[src/rtl/cs_product_resolver.sv]
// Carry-save product resolver: two-stage valid/ready pipeline that resolves sum/carry,
// normalises to a 1.7 BF16 significand and reports the exponent adjustment.
// Optional round-to-nearest-even is enabled by defining CS_RESOLVER_RNE_EN (default: truncate).
module cs_product_resolver #(
  parameter int IN_W   = 17,
  parameter int MANT_W = 8
) (
  input  logic              clk,
  input  logic              rst_n,
  input  logic              in_valid,
  output logic              in_ready,
  input  logic [IN_W-1:0]   mults,
  input  logic [IN_W-1:0]   multc,
  output logic              out_valid,
  input  logic              out_ready,
  output logic [MANT_W-1:0] mant_out,
  output logic [1:0]        exp_inc,
  output logic              zero,
  output logic              denorm,
  output logic              inexact
);

  localparam int P_W = IN_W - 1;

  logic              readyEn_q;
  logic              s1Valid_q, s1Valid_d;
  logic [P_W-1:0]    prod_q;
  logic              s2Valid_q, s2Valid_d;
  logic [MANT_W-1:0] mant_q;
  logic [1:0]        expInc_q;
  logic              zero_q, denorm_q, inexact_q;

  logic              s2Load, s1Advance, s1Accept;
  logic [IN_W-1:0]   csSum;
  logic              unusedBits;

  // The carry vector carries weight x2; bit 16 of the sum and of multc fall off the product.
  assign csSum      = mults + {multc[IN_W-2:0], 1'b0};
  assign unusedBits = ^{csSum[IN_W-1], multc[IN_W-1]};

  assign s2Load    = ~s2Valid_q | out_ready;
  assign s1Advance = s1Valid_q & s2Load;
  assign in_ready  = readyEn_q & (~s1Valid_q | s1Advance);
  assign s1Accept  = in_valid & in_ready;

  always_comb begin
    s1Valid_d = s1Valid_q;
    if (s1Accept)       s1Valid_d = 1'b1;
    else if (s1Advance) s1Valid_d = 1'b0;
    s2Valid_d = s2Valid_q;
    if (s2Load)         s2Valid_d = s1Valid_q;
  end

  logic [MANT_W-1:0] mDec, mantDec;
  logic [1:0]        incDec, expDec;
  logic              gDec, sDec, zeroDec, denormDec, roundUp;

  always_comb begin
    mDec      = '0;
    gDec      = 1'b0;
    sDec      = 1'b0;
    incDec    = 2'd0;
    zeroDec   = 1'b0;
    denormDec = 1'b0;
    if (prod_q == '0) begin
      zeroDec = 1'b1;
    end else if (prod_q[15]) begin
      mDec   = prod_q[15:8];
      gDec   = prod_q[7];
      sDec   = |prod_q[6:0];
      incDec = 2'd1;
    end else begin
      // Unnormalised products keep the same window; no extra left shift is attempted.
      mDec      = prod_q[14:7];
      gDec      = prod_q[6];
      sDec      = |prod_q[5:0];
      denormDec = ~prod_q[14];
    end
`ifdef CS_RESOLVER_RNE_EN
    roundUp = gDec & (sDec | mDec[0]);
`else
    roundUp = 1'b0;
`endif
    mantDec = mDec;
    expDec  = incDec;
    if (roundUp) begin
      if (mDec == 8'hFF) begin
        mantDec = 8'h80;
        expDec  = incDec + 2'd1;
      end else begin
        mantDec = mDec + 8'd1;
      end
    end
  end

  always_ff @(posedge clk or negedge rst_n) begin
    if (!rst_n) begin
      readyEn_q <= 1'b0;
      s1Valid_q <= 1'b0;
      prod_q    <= '0;
      s2Valid_q <= 1'b0;
      mant_q    <= '0;
      expInc_q  <= 2'd0;
      zero_q    <= 1'b0;
      denorm_q  <= 1'b0;
      inexact_q <= 1'b0;
    end else begin
      readyEn_q <= 1'b1;
      s1Valid_q <= s1Valid_d;
      s2Valid_q <= s2Valid_d;
      if (s1Accept) prod_q <= csSum[P_W-1:0];
      // Result registers only move when a real stage-1 entry advances, keeping stalls stable.
      if (s1Advance) begin
        mant_q    <= mantDec;
        expInc_q  <= expDec;
        zero_q    <= zeroDec;
        denorm_q  <= denormDec;
        inexact_q <= gDec | sDec;
      end
    end
  end

  assign out_valid = s2Valid_q;
  assign mant_out  = mant_q;
  assign exp_inc   = expInc_q;
  assign zero      = zero_q;
  assign denorm    = denorm_q;
  assign inexact   = inexact_q;

endmodule

[config.mk]
export PLATFORM = sky130hd
export DESIGN_NAME = cs_product_resolver
export DESIGN_NICKNAME = d
export VERILOG_FILES = /design/src/rtl/cs_product_resolver.sv
export SDC_FILE = /design/constraint.sdc
export NUM_CORES = 1
export LEC_CHECK = 0
export BUFFER_PORTS_ARGS = -buffer_cell sky130_fd_sc_hd__buf_2
export CAP_MARGIN = 0
export CORE_MARGIN = 1.5
export CORE_UTILIZATION = 57
export DETAILED_ROUTE_END_ITERATION = 12
export PLACE_DENSITY = 0.82
export SKIP_CTS_REPAIR_TIMING = 1
export SYNTH_ARGS = -nofsm -noshare
export SYNTH_HDL_FRONTEND = slang
export SYNTH_SLANG_ARGS = --single-unit
export TNS_END_PERCENT = 50
[constraint.sdc]
create_clock -name clk -period 2.5 [get_ports clk]
set_input_delay 0.75 -clock clk [delete_from_list [all_inputs] [get_ports clk]]
set_output_delay 0.75 -clock clk [all_outputs]
set_load 0.005 [all_outputs]
After elaboration in Yosys (flattened, before gate mapping)
Cells that the tools add are included.
- bits in registers: 32
- bits of input ports: 38
- output and inout port bits: 15
- logic and storage cells: 36
- add/subtract/negate cells: 1
- multiplexer cells: 13
- bitwise logic cells: 9
- reductions and logical operators: 4
- operator list (kind ; number):
    $add 16x16->16 ; 1
    $logic_not 16->1 ; 1
    $mux 8 ; 2
    $mux 1 ; 11
    $reduce_or 7->1 ; 1
    $reduce_or 6->1 ; 1
    $and 1x1->1 ; 3
    $not 1->1 ; 3
    $or 1x1->1 ; 3
    $reduce_bool 2->1 ; 1

Logic depth before layout (Yosys ltp)
Gate-level depths: netlist of run 1.
- word-level depth: 7
- depth in mapped cells: 7
- mapped depth without buffers: 7

Worst setup path after synthesis of run 1
OpenSTA, ideal clock, no wires.
- path type: input to register
- start: input port mults[1]
- end: register prod_q[13]
- library setup time: 0.124 ns
- arrival: 2.481 ns
- data required time: 2.376 ns
- path slack: -0.105 ns
- cell stages on the path: 7
- buffers on the path: 0
- cells stage by stage: ha_1 > fa_1 > and3_4 > or4_4 > a21oi_4 > nor4_1 > a211o_1
- word-level cells in the longest chain between the ends: 1
- RTL lines (element ; line ; source):
    start, declared ; 12 ; input logic [IN_W-1:0] mults,
    $add 16x16->16 ; 38 ; assign csSum = mults + {multc[IN_W-2:0], 1'b0};
    end signal, assigned ; 111 ; if (s1Accept) prod_q <= csSum[P_W-1:0];
    end, declared ; 27 ; logic [P_W-1:0] prod_q;
No other way between the ends.
A chain may end at the register's enable or synchronous reset.

Worst setup path after layout of run 1
Same ends and word-level chain as after synthesis.

==> run_results.csv, run 1 <==
group,metric,value,unit
floorplan,die_x,62.3,microns
power,power_density,612,nW/um^2
detailed_routing,routed_wl,3750,microns
critical_path,cp.depth,8,
sta,setup_tns,0,ns
sta,skew,0.00679,ns
critical_path,start_kind,"input pin",
grt,grt_antenna_before_repair,0,
power,power,1.46,mW
power,ir_drop,0.239,mV
clock_network,clock-sinks,31,
critical_path,worstSetupPathType,"in -> reg",
synthesis,syn_inst,220,
cells_and_area,n_antenna_cell,0,
sta,drv_slew,0,
clock_network,clk_path_buf_depth,2,
synthesis,synth.cell_area,2000,sq um
sta,rsz0062_at_grt,"no",
synthesis,async_flop_share,100,%
sta,slew_headroom,56.4,%
floorplan,io_pins,53,
critical_path,cp_data_required_time,2.72,ns
grt,overflow,0,
detailed_routing,drt_iter0_markers,96,
critical_path,critPathLaunch,"mults[1]",
hold_path,hold_class,"in -> async",
detailed_routing,drcViolationCount,0,
detailed_routing,num_vias,1772,
run,cap_violations,0,
critical_path,cp_num_buf_inv,1,
grt,grt_max_degree,32,
clock_network,cts_buffers,5,
critical_path,r2r_cells,6,
cells_and_area,synthToLayoutAreaGrowth,19.0,%
placement,io_buffers,48,
power,leakage,1.18,nW
grt,grt_pass1_vias,1608,
synthesis,synth-seq-cells,31,
sta,period_needed,2.37,ns
floorplan,rows,21,
detailed_routing,via_per_inst,5.49,
critical_path,crit_family,"simple AND/OR/NAND/NOR gates",
critical_path,slowest_stage,"or4_4",
sta,tightest_slew,0.654,ns
cells_and_area,final_cells,323,
critical_path,path_cells,"buf_2 > ha_2 > fa_2 > and3_4 > or4_4 > a21oi_4 > nor4_1 > a211o_1",
floorplan,core,3360,sq um
clock_network,clk_pin_slew,0.09,ns
sta,whs,0.437,ns
grt,grt_pass1_wl,6730,microns
placement,gp_congestion,0.862,
sta,fin_crit_sh,94.7,%
cells_and_area,post-route-util,70.9,%
synthesis,syn_avg_cell_area,9.11,sq um
cells_and_area,fin_nets,329,
critical_path,slowest_delay,0.43,ns
clock_network,clock_latency,0.33,ns
critical_path,rrSetupSlack,0.89,ns
critical_path,crit_end,"prod_q[13]",
detailed_routing,wl_per_cell,11.6,microns
critical_path,worstSetupEndpointType,"flip-flop",
clock_network,htree_levels,2,
critical_path,r2r_start,"out_valid",
clock_network,clockRootBuffer,"clkbuf_4",
clock_network,cts_tree,"yes",
synthesis,syn_nets,273,
detailed_routing,dr.pass1.iters,4,
critical_path,r2r-end,"prod_q[8]",
synthesis,synth.distinct_cells,54,
sta,setup_viol,0,
critical_path,arrival,2.58,ns
placement,hpwl,2980,microns
grt,track_usage,21.5,%
cells_and_area,final_layout_size_suffix_gt1_share,28.2,%
floorplan,dieArea,3880,sq um
placement,place_inst,315,
synthesis,synth_edf_count,0,
synthesis,synth_ff_type,"dfrtp_1",
outcome,outcome,"completed",
synthesis,ys_seq_area_share,38.7,%
floorplan,die_h,62.3,microns
sta,fmax,0.422,GHz
synthesis,synth_warnings,0,
floorplan,start_util,59.6,%
critical_path,critPathMaxFanout,5,
detailed_routing,postRouteAntennaNets,0,
sta,hold_viol_final,0,
flip-flops by register name, indices dropped and copies added (netlist names):
signal and count:
s1Valid_q 1, zero 1, readyEn_q 1, denorm 1, mant_out 8, out_valid 1, prod_q 16, inexact 1
exp_inc 1
power by group:
| group | total [mW] | switching [mW] | internal [mW] | leakage (nW) |
|---|---|---|---|---|
| logic | 0.478 | 0.237 | 0.241 | 0.769 |
| registers | 0.716 | 0.0904 | 0.625 | 0.379 |
| clock network | 0.266 | 0.156 | 0.109 | 0.0293 |
kinds of logic (layout without fill, tap and decap cells):
| kind of cell | after synthesis | in the layout | share of synthesized area (%) |
|---|---|---|---|
| simple gates | 86 | 86 | 21.3 |
| other cells | 2 | 2 | 0.375 |
| mux | 9 | 9 | 4.62 |
| buf+inv | 11 | 68 | 2.75 |
| fa+ha+maj | 15 | 15 | 9.74 |
| flops | 31 | 31 | 38.7 |
| xor+xnor | 7 | 7 | 3.06 |
| compound gates | 59 | 59 | 19.4 |
layout by cell type (no fill, tap or decap), drive strengths merged, types with 7 or more instances in the layout:
master	netlist	layout
a21oi	15	15
buf	4	58
clkbuf	5	7
dfrtp	31	31
ha	14	14
mux2i	7	7
nand2	39	39
nand3	8	8
nor2	8	8
o21ai	20	20
layout make-up:
cell class | instances | area [sq um]
multi-input cells | 178 | 1180
fillers | 302 | 978
flip-flops and latches | 31 | 776
repair buffers | 58 | 315
well taps | 46 | 57.6
clock buffers | 7 | 45.0
inverters | 2 | 7.51
clock inverters | 1 | 5.00
cells in the mapped netlist, types with 2 or more instances:
cell type  count  area [sq um]
nand2_1       39           146
dfrtp_1       31           776
o21ai_0       19          95.1
ha_1          14           175
a21oi_1       11          55.1
nand3_1        8          40.0
nor2_1         8          30.0
mux2i_1        7          70.1
clkbuf_1       5          18.8
nand2b_1       4          25.0
nor3_1         4          20.0
o21a_1         4          30.0
xor2_1         4          35.0
a21o_1         3          22.5
a21oi_2        3          26.3
nand4_1        3          18.8
nor4_1         3          18.8
o31ai_1        3          22.5
xnor2_1        3          26.3
a21boi_0       2          15.0
and3_1         2          12.5
buf_2          2          10.0
conb_1         2          7.51
inv_1          2          7.51
mux2_2         2          22.5
nor2b_1        2          12.5
o211ai_1       2          15.0
or4_1          2          15.0
per-layer routing:
layer	vias up	part of all wire (%)	global-route usage, %
met5	-	0	0
met4	0	1.9	9.44
met3	7	5.1	3.80
met2	57	44	34.8
met1	799	49	28.6
li1	909	-	-
per-stage QoR:
stage	setup WS [ns]	cell area [sq um]
floorplan	0.000742	2010
global placement	-0.186	2330
detailed placement	-0.203	2330
CTS	0.142	2380
global route	0.0834	2380
finish	0.133	2380
worst min path at each step:
stage,start,end,cells after the start
after CTS,rst_n,mant_out[3],1
after global routing,rst_n,mant_out[3],1
after global placement,mant_out[3],mant_out[3],2
after detailed placement,mant_out[4],mant_out[4],2
after floorplan,rst_n,denorm,0
final,rst_n,prod_q[3],1
Power figures use the tool's default switching activity.
==> inputs of run 2 (changes only) <==
--- a/config.mk
+++ b/config.mk
@@ -11,6 +11,7 @@
 export CORE_UTILIZATION = 57
 export DETAILED_ROUTE_END_ITERATION = 12
 export PLACE_DENSITY = 0.82
+export SETUP_SLACK_MARGIN = 0.1
 export SKIP_CTS_REPAIR_TIMING = 1
 export SYNTH_ARGS = -nofsm -noshare
 export SYNTH_HDL_FRONTEND = slang
==> constraint.sdc (replaced) <==
create_clock -name clk -period 2.5 [get_ports clk]
set_input_delay 0.75 -clock clk [delete_from_list [all_inputs] [get_ports clk]]
set_output_delay 0.75 -clock clk [all_outputs]
set_load 0.01 [all_outputs]
==> run 2 against run 1 <==
Design area up 0.89%. Setup slack better by 0.033 ns. Core utilization increased by 0.63 points. Sequential share of layout area decreased by 0.29 points. Fmax up 1.4%. Cell count down 0.31%. Critical endpoint unchanged. Largest cell class unchanged.
==> run_results.csv, run 2 (same netlist as run 1, synthesis figures left out) <==
group,metric,value,unit
critical_path,cp_num_buf_inv,1,
critical_path,worstSetupPathType,"in -> reg",
hold_path,hold_class,"in -> async",
critical_path,worstSetupEndpointType,"flip-flop",
sta,setup_tns,0,ns
grt,grt_max_degree,32,
detailed_routing,wl_per_cell,12.4,microns
power,power_density,645,nW/um^2
clock_network,cts_tree,"yes",
detailed_routing,dr.pass1.iters,4,
placement,place_inst,314,
floorplan,die_h,62.3,microns
critical_path,slowest_delay,0.43,ns
grt,grt_pass1_vias,1673,
detailed_routing,num_vias,1771,
cells_and_area,final_cell_mix,"buf_2 (48), nand2_1 (39), dfrtp_1 (31), o21ai_0 (19), ha_1 (13)",
clock_network,clk_pin_slew,0.09,ns
detailed_routing,via_per_inst,5.50,
critical_path,cp_data_required_time,2.72,ns
clock_network,htree_levels,2,
cells_and_area,synthToLayoutAreaGrowth,20.0,%
placement,hpwl,3170,microns
power,ir_drop,0.249,mV
floorplan,rows,21,
floorplan,dieArea,3880,sq um
critical_path,arrival,2.55,ns
sta,period_needed,2.33,ns
clock_network,clockRootBuffer,"clkbuf_4",
detailed_routing,routed_wl,3980,microns
sta,tightest_slew,0.661,ns
grt,grt_pass1_wl,7140,microns
power,leakage,1.18,nW
sta,skew,0.00422,ns
placement,dpl_worst_slack,-0.167,ns
grt,track_usage,23.2,%
outcome,outcome,"completed",
critical_path,critPathMaxFanout,5,
sta,drv_slew,0,
floorplan,core,3360,sq um
sta,setup_viol,0,
cells_and_area,fin_nets,328,
sta,fin_crit_sh,93.4,%
cells_and_area,final_cells,322,
critical_path,start_kind,"input pin",
detailed_routing,postRouteAntennaNets,0,
sta,slew_headroom,56.0,%
floorplan,io_pins,53,
run,cap_violations,0,
cells_and_area,largest_reg_flops,16,
floorplan,die_x,62.3,microns
critical_path,slowest_stage,"or4_4",
placement,gp_congestion,0.859,
clock_network,clock-sinks,31,
floorplan,start_util,59.6,%
power,power,1.55,mW
sta,fmax,0.428,GHz
sta,hold_viol_final,0,
critical_path,crit_family,"simple AND/OR/NAND/NOR gates",
cells_and_area,final_common_cell,"buf_2",
cells_and_area,largest_register,"prod_q",
detailed_routing,drt_iter0_markers,76,
clock_network,clock_latency,0.32,ns
cells_and_area,final_layout_size_suffix_gt1_share,28.3,%
critical_path,path_cells,"buf_2 > ha_4 > fa_2 > and3_4 > or4_4 > a21oi_4 > nor4_1 > a211o_1",
placement,io_buffers,48,
grt,grt_antenna_before_repair,0,
clock_network,clk_path_buf_depth,2,
grt,overflow,0,
sta,worst_slack,0.166,ns
clock_network,cts_buffers,5,
cells_and_area,n_antenna_cell,0,
detailed_routing,drcViolationCount,0,
sta,rsz0062_at_grt,"no",
-- run 2: cell count changes in the layout (fill, tap and decap cells not counted), sizes merged --
cell,before,now
clkinv,1,0
buf,58,57
clkbuf,7,8
-- run 2: worst paths after layout --
kind                             start  depth (start not counted)  slack [ns]     endpoint
hold reg to reg            mant_out[4]                          2        0.48  mant_out[4]
hold / removal                   rst_n                          1        0.45    prod_q[3]
setup / recovery              mults[1]                          8        0.17   prod_q[13]
min in group clk           mant_out[4]                          2        0.48  mant_out[4]
max in group asynchronous        rst_n                          1        1.62         zero
setup reg to reg             s1Valid_q                          4        0.80    prod_q[8]
-- run 2: worst reg2reg max path, stage by stage (launching register included) --
cell      delay [ns]
dfrtp_1         0.40
nand3b_1        0.15
nand3_1         0.34
or4_1           0.64
nand3_1         0.11
-- run 2: metrics by stage --
stage                     hold WS [ns]  cell area (sq um)  util (%)
after floorplan                  0.446               2020         -
after global placement           0.456               2340      69.5
after detailed placement         0.465               2340      69.5
after CTS                        0.456               2410      71.5
after global routing             0.480               2410      71.5
final                            0.446               2410      71.5
-- run 2: metal layers --
layer	wire length [microns]	part of all wire [%]	track usage (%)
met2	1900	48	38.5
met5	0	0	0
met4	54	1.4	9.72
met3	203	5.1	6.52
met1	1820	46	28.6
-- run 2: layout make-up --
| class | count | area [sq um] |
|---|---|---|
| flip-flops and latches | 31 | 776 |
| repair buffers | 57 | 308 |
| well taps | 46 | 57.6 |
| fillers | 284 | 957 |
| clock buffers | 8 | 68.8 |
| inverters | 2 | 7.51 |
| multi-input cells | 178 | 1190 |
-- run 2: power by group --
| group | total (mW) | internal (mW) | switching (mW) | leakage (nW) |
|---|---|---|---|---|
| sequential | 0.716 | 0.625 | 0.0901 | 0.379 |
| clock | 0.326 | 0.165 | 0.161 | 0.0386 |
| combinational | 0.511 | 0.242 | 0.268 | 0.765 |
| total | 1.55 | 1.03 | 0.519 | 1.18 |
